`config.mk`:
```
export PLATFORM = sky130hd
export DESIGN_NAME = quad_dir_decoder
export DESIGN_NICKNAME = d
export VERILOG_FILES = /design/src/rtl/quad_dir_decoder.sv
export SDC_FILE = /design/constraint.sdc
export NUM_CORES = 1
export LEC_CHECK = 0
export CAP_MARGIN = 15
export CELL_PAD_IN_SITES_DETAIL_PLACEMENT = 2
export CELL_PAD_IN_SITES_GLOBAL_PLACEMENT = 2
export CORE_AREA = 2 2 63 65
export CTS_CLUSTER_SIZE = 40
export DETAILED_ROUTE_END_ITERATION = 8
export DIE_AREA = 0 0 65 67
export MAX_ROUTING_LAYER = met4
export PLACE_DENSITY = 0.82
export SYNTH_ARGS = -nofsm -noshare
export SYNTH_HDL_FRONTEND = slang
export SYNTH_SLANG_ARGS = --single-unit
```
`constraint.sdc`:
```
create_clock -name clk -period 1.85 [get_ports clk]
set_input_delay 0.555 -clock clk [delete_from_list [all_inputs] [get_ports clk]]
set_output_delay 0.555 -clock clk [all_outputs]
set_load 0.03 [all_outputs]
```
`src/rtl/quad_dir_decoder.sv`:
```
// Quadrature A/B front end: synchronises and glitch-filters both channels, then
// emits a one-cycle step strobe with direction, or an error pulse on a double-bit jump.
module quad_dir_decoder #(
  parameter int SYNC_STAGES = 2,
  parameter int FILT_LEN    = 4,
  parameter int ERR_W       = 8
) (
  input  logic             clk,
  input  logic             reset,
  input  logic             a_in,
  input  logic             b_in,
  input  logic             err_clr,
  output logic             step,
  output logic             up_down,
  output logic             err,
  output logic [ERR_W-1:0] err_count
);

  // state  | meaning
  // INIT   | wait for sync chain and filters to settle, then capture prev
  // TRACK  | classify every filtered A/B change against prev

  localparam int FILT_W     = (FILT_LEN > 1) ? $clog2(FILT_LEN) : 1;
  localparam int SETTLE_LEN = SYNC_STAGES + FILT_LEN;
  localparam int SETTLE_W   = $clog2(SETTLE_LEN + 1);

  typedef enum logic {ST_INIT, ST_TRACK} state_t;

  state_t                    state, state_nxt;
  logic [SYNC_STAGES-1:0]    sync_a, sync_b;
  logic [1:0]                s_ab, f_ab, prev_ab, prev_nxt;
  logic [1:0][FILT_W-1:0]    filt_cnt;
  logic [SETTLE_W-1:0]       settle_cnt, settle_nxt;
  logic                      step_nxt, err_nxt, dir_nxt;
  logic [ERR_W-1:0]          err_count_nxt;

  assign s_ab = {sync_a[SYNC_STAGES-1], sync_b[SYNC_STAGES-1]};

  always_ff @(posedge clk) begin
    if (reset) begin
      sync_a   <= '0;
      sync_b   <= '0;
      f_ab     <= '0;
      filt_cnt <= '0;
    end else begin
      sync_a <= {sync_a[SYNC_STAGES-2:0], a_in};
      sync_b <= {sync_b[SYNC_STAGES-2:0], b_in};
      // a channel only moves after FILT_LEN consecutive samples disagree with it
      for (int i = 0; i < 2; i++) begin
        if (s_ab[i] == f_ab[i]) begin
          filt_cnt[i] <= '0;
        end else if (filt_cnt[i] == FILT_W'(FILT_LEN - 1)) begin
          f_ab[i]     <= s_ab[i];
          filt_cnt[i] <= '0;
        end else begin
          filt_cnt[i] <= filt_cnt[i] + 1'b1;
        end
      end
    end
  end

  always_ff @(posedge clk) begin
    if (reset) begin
      state      <= ST_INIT;
      settle_cnt <= '0;
      prev_ab    <= '0;
      step       <= 1'b0;
      up_down    <= 1'b1;
      err        <= 1'b0;
      err_count  <= '0;
    end else begin
      state      <= state_nxt;
      settle_cnt <= settle_nxt;
      prev_ab    <= prev_nxt;
      step       <= step_nxt;
      up_down    <= dir_nxt;
      err        <= err_nxt;
      err_count  <= err_count_nxt;
    end
  end

  always_comb begin
    state_nxt  = state;
    settle_nxt = settle_cnt;
    case (state)
      ST_INIT: begin
        if (settle_cnt == SETTLE_W'(SETTLE_LEN)) begin
          state_nxt = ST_TRACK;
        end else begin
          settle_nxt = settle_cnt + 1'b1;
        end
      end
      ST_TRACK: state_nxt = ST_TRACK;
      default:  state_nxt = ST_INIT;
    endcase
  end

  always_comb begin
    step_nxt      = 1'b0;
    err_nxt       = 1'b0;
    dir_nxt       = up_down;
    prev_nxt      = prev_ab;
    err_count_nxt = err_count;
    if (state == ST_TRACK) begin
      prev_nxt = f_ab;
      case ({prev_ab, f_ab})
        4'b00_01, 4'b01_11, 4'b11_10, 4'b10_00: begin
          step_nxt = 1'b1;
          dir_nxt  = 1'b1;
        end
        4'b00_10, 4'b10_11, 4'b11_01, 4'b01_00: begin
          step_nxt = 1'b1;
          dir_nxt  = 1'b0;
        end
        4'b00_11, 4'b11_00, 4'b01_10, 4'b10_01: err_nxt = 1'b1;
        default: ;
      endcase
    end else if (settle_cnt == SETTLE_W'(SETTLE_LEN)) begin
      // capture whatever level the pins settled to so a held pin never counts
      prev_nxt = f_ab;
    end
    if (err_clr) begin
      err_count_nxt = '0;
    end else if (err_nxt && !(&err_count)) begin
      err_count_nxt = err_count + 1'b1;
    end
  end

endmodule
```
==> flow_summary.yaml <==
logic_synthesis:
  synthCells: 118
  ys_seq_area_frac: 0.465
  ys_warn_count: 0
  synth-edff-count: 0
  synthesis.nets: 128
  yosys-top-cells-area: "dfxtp_1 (46%), ha_1 (5.4%), nor2_1 (4.8%), mux2i_1 (3.4%), xnor2_1 (3.0%)"
  synthFlopType: "dfxtp_1"
  ys_seq_elements: 27
  synth_most_common_cell: "dfxtp_1"
  yosysTopAreaCell: "dfxtp_1"
  async_flop_share: 0
  netlist.area_leader.share: 0.465
  synth.avg_cell_area_um2: 9.86
  syn_area_um2: 1160
  synth.top_cells.by_count: "dfxtp_1 (27), nor2_1 (15), a21oi_1 (6), inv_1 (6)"
  yosysUniqueCellTypes: 38
placed_design:
  place_congestion: 0.818
  port_buffers: 15
  hpwl_um: 2160
setup_path:
  reg2reg_to: "err_count[0]$_SDFFE_PP0P_"
  crit_path_max_fanout: 5
  worstSetupStartpointType: "flip-flop"
  cp-end-kind: "flip-flop"
  slowest_delay_ns: 0.36
  worstSetupPathType: "reg2reg"
  cpMaxStageDelayCell: "dfxtp_1"
  reg2regPathDepth: 5
  rrSetupSlack_ns: 0.16
  r2r-start: "err_count[0]$_SDFFE_PP0P_"
  worst_ep_required_time_ns: 2.06
  critical_path_cell_count: 5
  crit_family: "simple AND/OR/NAND/NOR gates"
  worstPathArrival_ns: 1.90
  timing.critical_path.buf_inv: 0
  cp-endpoint: "err_count[0]$_SDFFE_PP0P_"
  startpoint: "err_count[0]$_SDFFE_PP0P_"
  cp_cell_sequence: "ha_1 > and2_2 > and3_2 > or3_1 > a21oi_1"
global_route:
  antenna_found_initial: 0
  first_global_vias: 1013
  grt_pass1_wl_um: 4900
  globalRouteOverflowTotal: 0
  grtUsageTotal: 0.153
  grt_max_degree: 18
sta:
  grt_setup_unrepaired: "false"
  tns_ns: 0
  slew_viol_final: 0
  tightest_slew_ns: 0.476
  fin_crit_sh: 0.913
  clock_skew_ns: 0.00354
  setup_violations: 0
  min_period_ns: 1.69
  hold_violations: 0
  max_slew_margin: 0.680
  fmaxAchievable_mhz: 592
route:
  routedWlPerCell_um: 14.7
  vias_per_cell: 5.05
  drtAntennaViolNets: 0
  dr.first_iter.drc_count: 34
  route.detailed.drc: 0
  first_pass_iters: 4
  via_count: 944
  routed_wl_um: 2750
cells_and_area:
  diodes: 0
  drive_gt1_frac: 0.137
  post-route-util: 0.396
  n_fill_cell: 413
  multi_input_area_um2: 571
  area_delta_synth_final_pct: 22.7
  nets: 150
  seq_area_um2: 541
clock_network:
  ctsHoldBuffers: 0
  cts_buffers: 3
  cts.sinks: 27
  clockBufferDepth: 2
  clock_latency_ns: 0.28
  cts-root-buf: "clkbuf_8"
  cts_tree: "built"
  path_clk_slew_ns: 0.09
  htree_levels: 1
die:
  die-area_um2: 4360
  die_h_um: 67
  die_w_um: 65
  io_pins: 16
  core-area_um2: 3610
  start_util: 0.323
  num_rows: 22
power_and_ir_drop:
  p_comb_frac: 0.056
  power_switching_mw: 0.225
  clockPowerShare: 0.341
  swShare: 0.224
  internal-power_mw: 0.780
  seq_power_share: 0.604
  p_per_area_nw_per_um2: 704
  p_leak_nw: 0.621
  ir_drop_uv: 347
outcome:
  outcome: "completed"
min_path:
  worstHoldPathType: "reg2reg"
job:
  max_cap_violations: 0
-- flip-flops by register name (all words and copies together), names as in the netlist --
name and count:
up_down 1, sync_a 2, err_count 8, step 1, err 1, f_ab 2, filt_cnt 4, sync_b 2
prev_ab 2, state 1, settle_cnt 3
-- logic make-up after synthesis --
| group | synth area share |
|---|---|
| compound gates | 0.123 |
| xor+xnor | 0.0806 |
| fa+ha+maj | 0.0538 |
| buf+inv | 0.0452 |
| flops | 0.465 |
| mux | 0.0344 |
| simple gates | 0.199 |
-- power groups by stage --
stage	Sequential (mW)	Combinational [mW]	Clock, mW
floorplan	0.618	0.0365	0
global placement	0.619	0.0529	0
detailed placement	0.621	0.0580	0
CTS	0.607	0.0584	0.358
global route	0.609	0.0640	0.387
finish	0.607	0.0562	0.342
-- area by class of cell --
cell class / count / share of cell area
Multi-Input combinational cell: 81 / 0.400
Timing Repair Buffer: 21 / 0.132
Sequential cell: 27 / 0.379
Clock buffer: 4 / 0.0316
Inverter: 6 / 0.0158
Tap cell: 48 / 0.0421
-- how the worst min path moves through the flow --
| stage | start | end | slack (ns) | cells past startpoint |
|---|---|---|---|---|
| 3_3_place_gp | filt_cnt[0]$_SDFF_PP0_ | filt_cnt[0]$_SDFF_PP0_ | 0.41 | 1 |
| 4_1_cts | filt_cnt[2]$_SDFF_PP0_ | filt_cnt[2]$_SDFF_PP0_ | 0.43 | 1 |
| 2_1_floorplan | filt_cnt[0]$_SDFF_PP0_ | filt_cnt[0]$_SDFF_PP0_ | 0.40 | 1 |
| 5_1_grt | filt_cnt[2]$_SDFF_PP0_ | filt_cnt[2]$_SDFF_PP0_ | 0.46 | 1 |
| 3_5_place_dp | filt_cnt[2]$_SDFF_PP0_ | filt_cnt[2]$_SDFF_PP0_ | 0.42 | 1 |
| 6_report | filt_cnt[0]$_SDFF_PP0_ | filt_cnt[0]$_SDFF_PP0_ | 0.42 | 1 |
-- per-stage QoR --
stage,worst slack (ns),power (mW),instance area [um^2],instances,hold slack (ns)
5_1_grt,0.0658,1.06,1430,187,0.457
3_3_place_gp,0.0972,0.672,1390,183,0.406
4_1_cts,0.00304,1.02,1420,187,0.430
3_5_place_dp,0.0477,0.679,1390,183,0.416
6_report,0.162,1.01,1430,187,0.423
2_1_floorplan,0.226,0.654,1160,118,0.397
-- metal layers --
metal  share of wire  track usage
met1            0.41        0.159
met2            0.54        0.280
met3           0.035       0.0321
met4           0.021       0.0665
met5               0            -
-- timing repair --
action                                  4_1_cts  5_1_grt
setup buffers                                 0        0
gates resized for setup                       9        2
endpoints found under the setup margin        9        2
-- cell usage in the layout (no fill, tap or decap), types with 2 or more instances in the layout --
master and n:
a211oi_1 2, a21oi_1 6, a41o_1 2, buf_4 6, clkbuf_8 3, clkdlybuf4s50_1 4, dfxtp_1 27, dlygate4sd2_1 9
dlymetal6s2s_1 2, ha_1 5, inv_1 6, mux2i_1 4, nand2_1 5, nand4_1 3, nor2_1 15, nor2b_1 4
nor3_1 2, o21ai_0 2, or2_2 2, or3_1 3, xnor2_1 4, xnor2_2 2, xor2_1 3
Note: power is estimated with default switching activity, not from simulation.
